[src/rtl/array_4_feeder.sv]
// Edge feeder for the 4x4 rate-coded uGEMM array: weight preload, skewed ifm streaming, ofm drain.
// Optional FEEDER_PERF_CNT_EN adds o_stall_cnt, a saturating count of ICOMP bubble cycles.
module array_4_feeder #(
  parameter int HEIGHT = 4,
  parameter int WIDTH  = 4,
  parameter int IWIDTH = 16,
  parameter int CWIDTH = 8
) (
  input  logic                           clk,
  input  logic                           rst_n,
  input  logic                           i_start,
  input  logic [CWIDTH-1:0]              i_mac_cyc,
  input  logic [CWIDTH-1:0]              i_num_vec,
  input  logic [WIDTH-1:0][IWIDTH-1:0]   i_wght_in,
  input  logic                           i_wght_valid,
  output logic                           o_wght_ready,
  input  logic [HEIGHT-1:0][IWIDTH-1:0]  i_ifm_in,
  input  logic                           i_ifm_valid,
  output logic                           o_ifm_ready,
  output logic [HEIGHT-1:0]              o_en_i,
  output logic [HEIGHT-1:0]              o_clr_i,
  output logic [HEIGHT-1:0]              o_mac_done,
  output logic [HEIGHT-1:0][IWIDTH-1:0]  o_ifm,
  output logic [WIDTH-1:0]               o_en_w,
  output logic [WIDTH-1:0]               o_clr_w,
  output logic [WIDTH-1:0][IWIDTH-1:0]   o_wght,
  output logic [WIDTH-1:0]               o_en_o,
  output logic [WIDTH-1:0]               o_clr_o,
  output logic                           o_busy,
  output logic                           o_done
`ifdef FEEDER_PERF_CNT_EN
  ,
  output logic [15:0]                    o_stall_cnt
`endif
);

  localparam int D0   = HEIGHT + WIDTH - 1;
  localparam int DEND = D0 + WIDTH + HEIGHT;
  localparam int CNTW = $clog2(DEND + 1);
  localparam logic [CNTW-1:0] BEAT_LAST  = CNTW'(HEIGHT - 1);
  localparam logic [CNTW-1:0] DRAIN_LAST = CNTW'(DEND);

  typedef enum logic [2:0] {
    S_IDLE,
    S_WCLR,
    S_WLOAD,
    S_ICOMP,
    S_DRAIN
  } state_t;

  state_t                          r_state;
  logic                            r_busy;
  logic                            r_done;
  logic [CWIDTH-1:0]               r_mac;
  logic [CWIDTH-1:0]               r_num;
  logic [CWIDTH-1:0]               r_p;
  logic [CWIDTH-1:0]               r_v;
  logic [CNTW-1:0]                 r_cnt;
  logic [WIDTH-1:0]                r_en_w;
  logic [WIDTH-1:0]                r_clr_w;
  logic [WIDTH-1:0][IWIDTH-1:0]    r_wght;
  logic [WIDTH-1:0]                r_en_o;
  logic [WIDTH-1:0]                r_clr_o;
  logic                            r_pEn;
  logic                            r_pClr;
  logic                            r_pDone;
  logic [HEIGHT-1:0][IWIDTH-1:0]   r_pIfm;

  logic                            w_ifmOpen;
  logic                            w_ifmAcc;
  logic                            w_wghtAcc;
  logic [CWIDTH-1:0]               w_macLast;
  logic [WIDTH-1:0]                w_enONext;
  logic [WIDTH-1:0]                w_clrONext;
  logic                            w_doneNext;
  logic [IWIDTH+2:0]               w_row [HEIGHT];

  assign o_wght_ready = (r_state == S_WLOAD);
  assign w_wghtAcc    = o_wght_ready && i_wght_valid;
  assign w_ifmOpen    = (r_state == S_ICOMP) && (r_p == '0) && (r_v < r_num);
  assign o_ifm_ready  = w_ifmOpen;
  assign w_ifmAcc     = w_ifmOpen && i_ifm_valid;
  assign w_macLast    = r_mac - CWIDTH'(1);

  assign o_busy  = r_busy;
  assign o_done  = r_done;
  assign o_en_w  = r_en_w;
  assign o_clr_w = r_clr_w;
  assign o_wght  = r_wght;
  assign o_en_o  = r_en_o;
  assign o_clr_o = r_clr_o;

  // Drain windows are decoded for the next drain count so the column outputs stay registered.
  always_comb begin
    int dn;
    dn         = int'(r_cnt) + 1;
    w_enONext  = '0;
    w_clrONext = '0;
    for (int w = 0; w < WIDTH; w++) begin
      w_enONext[w]  = (dn >= D0 + w) && (dn <= D0 + w + HEIGHT - 1);
      w_clrONext[w] = (dn == D0 + w + HEIGHT);
    end
    w_doneNext = (dn == DEND);
  end

  always_ff @(posedge clk or negedge rst_n) begin
    if (!rst_n) begin
      r_state <= S_IDLE;
      r_busy  <= 1'b0;
      r_done  <= 1'b0;
      r_mac   <= '0;
      r_num   <= '0;
      r_p     <= '0;
      r_v     <= '0;
      r_cnt   <= '0;
      r_en_w  <= '0;
      r_clr_w <= '0;
      r_wght  <= '0;
      r_en_o  <= '0;
      r_clr_o <= '0;
      r_pEn   <= 1'b0;
      r_pClr  <= 1'b0;
      r_pDone <= 1'b0;
      r_pIfm  <= '0;
    end else begin
      r_en_w  <= '0;
      r_clr_w <= '0;
      r_en_o  <= '0;
      r_clr_o <= '0;
      r_done  <= 1'b0;
      r_pEn   <= 1'b0;
      r_pClr  <= 1'b0;
      r_pDone <= 1'b0;
      case (r_state)
        S_IDLE: begin
          if (i_start) begin
            r_state <= S_WCLR;
            r_busy  <= 1'b1;
            r_clr_w <= '1;
            r_mac   <= (i_mac_cyc == '0) ? CWIDTH'(1) : i_mac_cyc;
            r_num   <= (i_num_vec == '0) ? CWIDTH'(1) : i_num_vec;
            r_p     <= '0;
            r_v     <= '0;
            r_cnt   <= '0;
          end
        end
        S_WCLR: begin
          r_state <= S_WLOAD;
          r_cnt   <= '0;
        end
        S_WLOAD: begin
          if (w_wghtAcc) begin
            r_en_w <= '1;
            r_wght <= i_wght_in;
            if (r_cnt == BEAT_LAST) begin
              r_state <= S_ICOMP;
              r_cnt   <= '0;
            end else begin
              r_cnt <= r_cnt + 1'b1;
            end
          end
        end
        S_ICOMP: begin
          if (r_p != '0) begin
            r_pEn   <= 1'b1;
            r_pDone <= (r_p == w_macLast);
            r_p     <= (r_p == w_macLast) ? '0 : r_p + 1'b1;
          end else if (w_ifmAcc) begin
            r_pEn   <= 1'b1;
            r_pClr  <= 1'b1;
            r_pDone <= (r_mac == CWIDTH'(1));
            r_pIfm  <= i_ifm_in;
            r_v     <= r_v + 1'b1;
            r_p     <= (r_mac == CWIDTH'(1)) ? '0 : CWIDTH'(1);
          end else if (r_pDone && (r_v == r_num)) begin
            // Row 0 is showing the last mac_done; the drain count starts on the next cycle.
            r_state <= S_DRAIN;
            r_cnt   <= '0;
          end
        end
        S_DRAIN: begin
          r_cnt   <= r_cnt + 1'b1;
          r_en_o  <= w_enONext;
          r_clr_o <= w_clrONext;
          r_done  <= w_doneNext;
          if (r_cnt == DRAIN_LAST) begin
            r_state <= S_IDLE;
            r_busy  <= 1'b0;
            r_en_o  <= '0;
            r_clr_o <= '0;
            r_done  <= 1'b0;
          end
        end
        default: r_state <= S_IDLE;
      endcase
    end
  end

  // Row h carries its controls and its own ifm lane through an h-deep delay line.
  for (genvar h = 0; h < HEIGHT; h++) begin : g_row
    if (h == 0) begin : g_direct
      assign w_row[h] = {r_pEn, r_pClr, r_pDone, r_pIfm[0]};
    end else begin : g_delay
      logic [IWIDTH+2:0] r_line [h];
      always_ff @(posedge clk or negedge rst_n) begin
        if (!rst_n) begin
          for (int k = 0; k < h; k++) r_line[k] <= '0;
        end else begin
          r_line[0] <= {r_pEn, r_pClr, r_pDone, r_pIfm[h]};
          for (int k = 1; k < h; k++) r_line[k] <= r_line[k-1];
        end
      end
      assign w_row[h] = r_line[h-1];
    end
  end

  always_comb begin
    o_en_i     = '0;
    o_clr_i    = '0;
    o_mac_done = '0;
    o_ifm      = '0;
    for (int h = 0; h < HEIGHT; h++) begin
      o_en_i[h]     = w_row[h][IWIDTH+2];
      o_clr_i[h]    = w_row[h][IWIDTH+1];
      o_mac_done[h] = w_row[h][IWIDTH];
      o_ifm[h]      = w_row[h][IWIDTH-1:0];
    end
  end

`ifdef FEEDER_PERF_CNT_EN
  logic [15:0] r_stall;
  assign o_stall_cnt = r_stall;

  always_ff @(posedge clk or negedge rst_n) begin
    if (!rst_n) begin
      r_stall <= '0;
    end else if ((r_state == S_IDLE) && i_start) begin
      r_stall <= '0;
    end else if (w_ifmOpen && !i_ifm_valid && (r_stall != 16'hFFFF)) begin
      r_stall <= r_stall + 1'b1;
    end
  end
`endif

endmodule

[config.mk]
export PLATFORM = sky130hd
export DESIGN_NAME = array_4_feeder
export DESIGN_NICKNAME = d
export VERILOG_FILES = /design/src/rtl/array_4_feeder.sv
export SDC_FILE = /design/constraint.sdc
export NUM_CORES = 1
export LEC_CHECK = 0
export ABC_AREA = 1
export CELL_PAD_IN_SITES_DETAIL_PLACEMENT = 1
export CELL_PAD_IN_SITES_GLOBAL_PLACEMENT = 1
export CORE_MARGIN = 2
export CORE_UTILIZATION = 36
export DETAILED_ROUTE_END_ITERATION = 10
export PLACE_DENSITY = 0.8
export SLEW_MARGIN = 20
export SYNTH_ARGS = -nofsm -noshare
export SYNTH_HDL_FRONTEND = slang
export SYNTH_SLANG_ARGS = --single-unit
[constraint.sdc]
create_clock -name clk -period 1.9 [get_ports clk]
set_input_delay 0.285 -clock clk [delete_from_list [all_inputs] [get_ports clk]]
set_output_delay 0.285 -clock clk [all_outputs]
set_load 0.05 [all_outputs]
==> impl_metrics.env <==
export IMPL_synth_distinct_cells=35
export IMPL_p_seq_share_pct=31.3
export IMPL_pwr_density_cell_nw_per_um2=1940
export IMPL_max_stage_delay_ns=0.37
export IMPL_ff2ff_setup_slack_ns=-0.25
export IMPL_fmax_mhz=449
export IMPL_synthCells=1138
export IMPL_routedWlPerCell_um=19.0
export IMPL_report_final_slew_viol_count=0
export IMPL_rsz0062_at_grt="yes"
export IMPL_vias=8951
export IMPL_final_setup_worst_slack_ns=-0.325
export IMPL_grt_max_degree=60
export IMPL_dieArea_um2=32400
export IMPL_post_route_drc_count=0
export IMPL_critical_path_cell_chain="inv_2, ha_4, nand2_1, nand2_1, nor2_2, nand2_2, nor2_4, nand2_2, inv_2, buf_12"
export IMPL_grt_util_met3_pct=3.38
export IMPL_met2_usage_pct=35.2
export IMPL_area_growth_pct=49.1
export IMPL_htreeDepth=1
export IMPL_worstPathMaxFanout=2
export IMPL_p_leak_nw=8.63
export IMPL_cts_tree="built"
export IMPL_postRouteAntennaNets=0
export IMPL_coreArea_um2=30500
export IMPL_fin_skew_ns=0.0207
export IMPL_antenna_found_initial=2
export IMPL_relSlewSlack_pct=59.6
export IMPL_cpMaxStageDelayCell="dfrtp_1"
export IMPL_finalSetupTns_ns=-14.95
export IMPL_reg2regPathDepth=15
export IMPL_die_w_um=180
export IMPL_fin_crit_sh_pct=117
export IMPL_hold_violations=0
export IMPL_cts_inserted_buffers=31
export IMPL_synthesis_area_um2=11100
export IMPL_hpwlAfterDp_um=22400
export IMPL_drt_wl_total_um=35800
export IMPL_grt_overflow=0
export IMPL_criticalPathCategory="reg2out"
export IMPL_clk_pin_slew_ns=0.06
export IMPL_busiest_layer="met2"
export IMPL_ys_seq_area_share_pct=64.5
export IMPL_worstMarginPinSlew_ns=0.609
export IMPL_vdd_drop_max_mv=0.851
export IMPL_yosysTopAreaCell="dfrtp_1"
export IMPL_cts_root_buf="clkbuf_16"
export IMPL_p_int_mw=17.5
export IMPL_numPortBuffers=308
export IMPL_nets=1628
export IMPL_cp_required_ns=1.62
export IMPL_start_kind="register"
export IMPL_power_frac_comb_pct=49.8
export IMPL_grtUsageTotal_pct=20.1
export IMPL_maxCapViolCount=0
export IMPL_yosysWarningCount=0
export IMPL_rows=64
export IMPL_drt_pass1_iterations=4
export IMPL_grt_pass1_vias=9748
export IMPL_gp_congestion=0.810
export IMPL_synth_area_leaders="dfrtp_1 64%, nand2_1 17%, buf_4 4.6%"
export IMPL_clock_latency_ns=0.57
export IMPL_initial_core_util_pct=36.5
export IMPL_switching_share_pct=45.7
export IMPL_r2r_end="r_pIfm[43]"
export IMPL_drive_gt1_share_pct=21.6
export IMPL_ctsLongestPathBuffers=3
export IMPL_p_switching_mw=14.7
export IMPL_ios=309
export IMPL_fin_crit_ns=2.23
export IMPL_worst_ep_arrival_time_ns=1.94
export IMPL_clock_sinks=287
export IMPL_violations="negative setup slack"
export IMPL_finalSetupViolCount=89
export IMPL_reg2reg_from="r_num[7]"
export IMPL_drt_initial_drc_count=503
export IMPL_pwr_share_clk_pct=18.9
export IMPL_synth_top_area_share_pct=64.5
export IMPL_vias_per_cell=4.76
export IMPL_cp_end_kind="primary output"
export IMPL_hold_class="in2async"
export IMPL_ys_ff_latch=287
export IMPL_die_h_um=180
export IMPL_use_met1_pct=24.9
export IMPL_critical_path_top_delay_family="simple AND/OR/NAND/NOR gates"
export IMPL_synthesis_nets=1304
export IMPL_grt_pass1_wl_um=52600
export IMPL_cp_buffers_inverters=3
export IMPL_status="finished, violations left"
export IMPL_syn_area_per_cell_um2=9.79
export IMPL_final_util_pct=54.4
==> synth_stat cells, drive strengths merged <==
| cell | count |
|---|---|
| nand2 | 503 |
| dfrtp | 287 |
| buf | 92 |
| inv | 65 |
| nor2 | 51 |
| o21ai | 41 |
| nand3 | 19 |
| ha | 17 |
| a21oi | 11 |
| xor2 | 10 |
| clkbuf | 8 |
| nor3 | 8 |
| nand4 | 7 |
| nor4 | 5 |
| xnor2 | 4 |
| nand3b | 3 |
| a211oi | 1 |
| a22oi | 1 |
| a31oi | 1 |
| a41oi | 1 |
| clkinv | 1 |
| o2111ai | 1 |
| o21bai | 1 |
==> state kept, by name (all words and copies together), names as in the netlist, 8 cells and up <==
name and cells:
o_ifm 48, g_row.g_delay.r_line 69, r_p 8, r_mac 8, r_pIfm 48, o_wght 64, r_v 8, r_num 8
==> area by class of cell <==
| cell class | count | area [µm²] |
|---|---|---|
| diodes | 2 | 5.00 |
| clock buffers | 42 | 897 |
| clock inverters | 13 | 139 |
| fillers | 3330 | 13900 |
| inverters | 66 | 279 |
| multi-input cells | 685 | 3660 |
| flip-flops and latches | 287 | 7190 |
| well taps | 396 | 495 |
| repair buffers | 390 | 3940 |
| repair inverters | 1 | 16.3 |
==> metal layers <==
metal | wire length [µm] | share of wire [%]
met5 | 0 | 0
met4 | 1440 | 4.0
met3 | 1880 | 5.2
met2 | 18200 | 51
met1 | 14200 | 40
==> worst reg2reg max path, delay by kind of cell (launching register included) <==
kind,cells,cell delay [ns]
adder cells (fa/ha/maj),1,0.20
buffers and inverters,6,0.77
flip-flops,1,0.37
AND/OR/NAND/NOR,8,0.73
==> per-stage QoR <==
stage	worst slack (ns)	power [mW]	area [µm²]	hold WS [ns]	std cells
6_report	-0.325	32.2	16600	0.231	1882
5_1_grt	-0.436	34.0	16600	0.245	1882
4_1_cts	-0.334	30.3	15700	0.213	1860
3_5_place_dp	-0.0991	24.2	14500	0.224	1789
3_3_place_gp	-0.00453	23.6	14500	0.224	1789
2_1_floorplan	0.160	19.5	11100	-0.0106	1138
==> cell families (layout without fill, tap and decap cells) <==
| kind of cell | Yosys count | count (layout) | synth area share [%] |
|---|---|---|---|
| flops | 287 | 287 | 64.5 |
| buf+inv | 166 | 512 | 8.24 |
| simple gates | 596 | 596 | 21.4 |
| compound gates | 58 | 58 | 2.85 |
| other cells | 0 | 2 | 0 |
| fa+ha+maj | 17 | 17 | 1.91 |
| xor+xnor | 14 | 14 | 1.10 |
==> power groups by stage <==
stage               registers, mW  clock network, mW  logic [mW]
global placement             9.85                  0        13.8
floorplan                    12.5                  0        6.92
detailed placement           10.0                  0        14.2
CTS                          9.96               6.23        14.1
global route                 10.4               6.52        17.1
finish                       10.1               6.10        16.1
==> worst max path at each step <==
stage | from | endpoint | depth (start not counted)
3_3_place_gp | r_v[5] | r_cnt[0] | 10
4_1_cts | r_v[6] | o_ifm_ready | 9
3_5_place_dp | r_p[0] | r_cnt[1] | 12
5_1_grt | r_num[7] | o_ifm_ready | 10
2_1_floorplan | r_state[0] | o_wght[10] | 8
6_report | r_num[7] | o_ifm_ready | 10
==> cells in the final DEF, fill, tap and decap left out, types with 31 or more instances in the layout <==
master / instances
nand2_1: 384
nand2_2: 88
dfrtp_1: 283
nor2_1: 40
clkbuf_16: 38
nand2_4: 31
dlygate4sd2_1: 146
buf_4: 58
clkdlybuf4s50_1: 147
inv_1: 51
==> what timing repair did <==
item | 4_1_cts | 5_1_grt
cloned | 4 | 10
buffers inserted | 12 | 10
endpoints found under the setup margin | 198 | 118
pin swaps | 8 | 26
hold buffers | 1 | 0
resized for setup | 187 | 212
endpoints found under the hold margin | 93 | 0
Note: power is estimated with default switching activity, not from simulation.
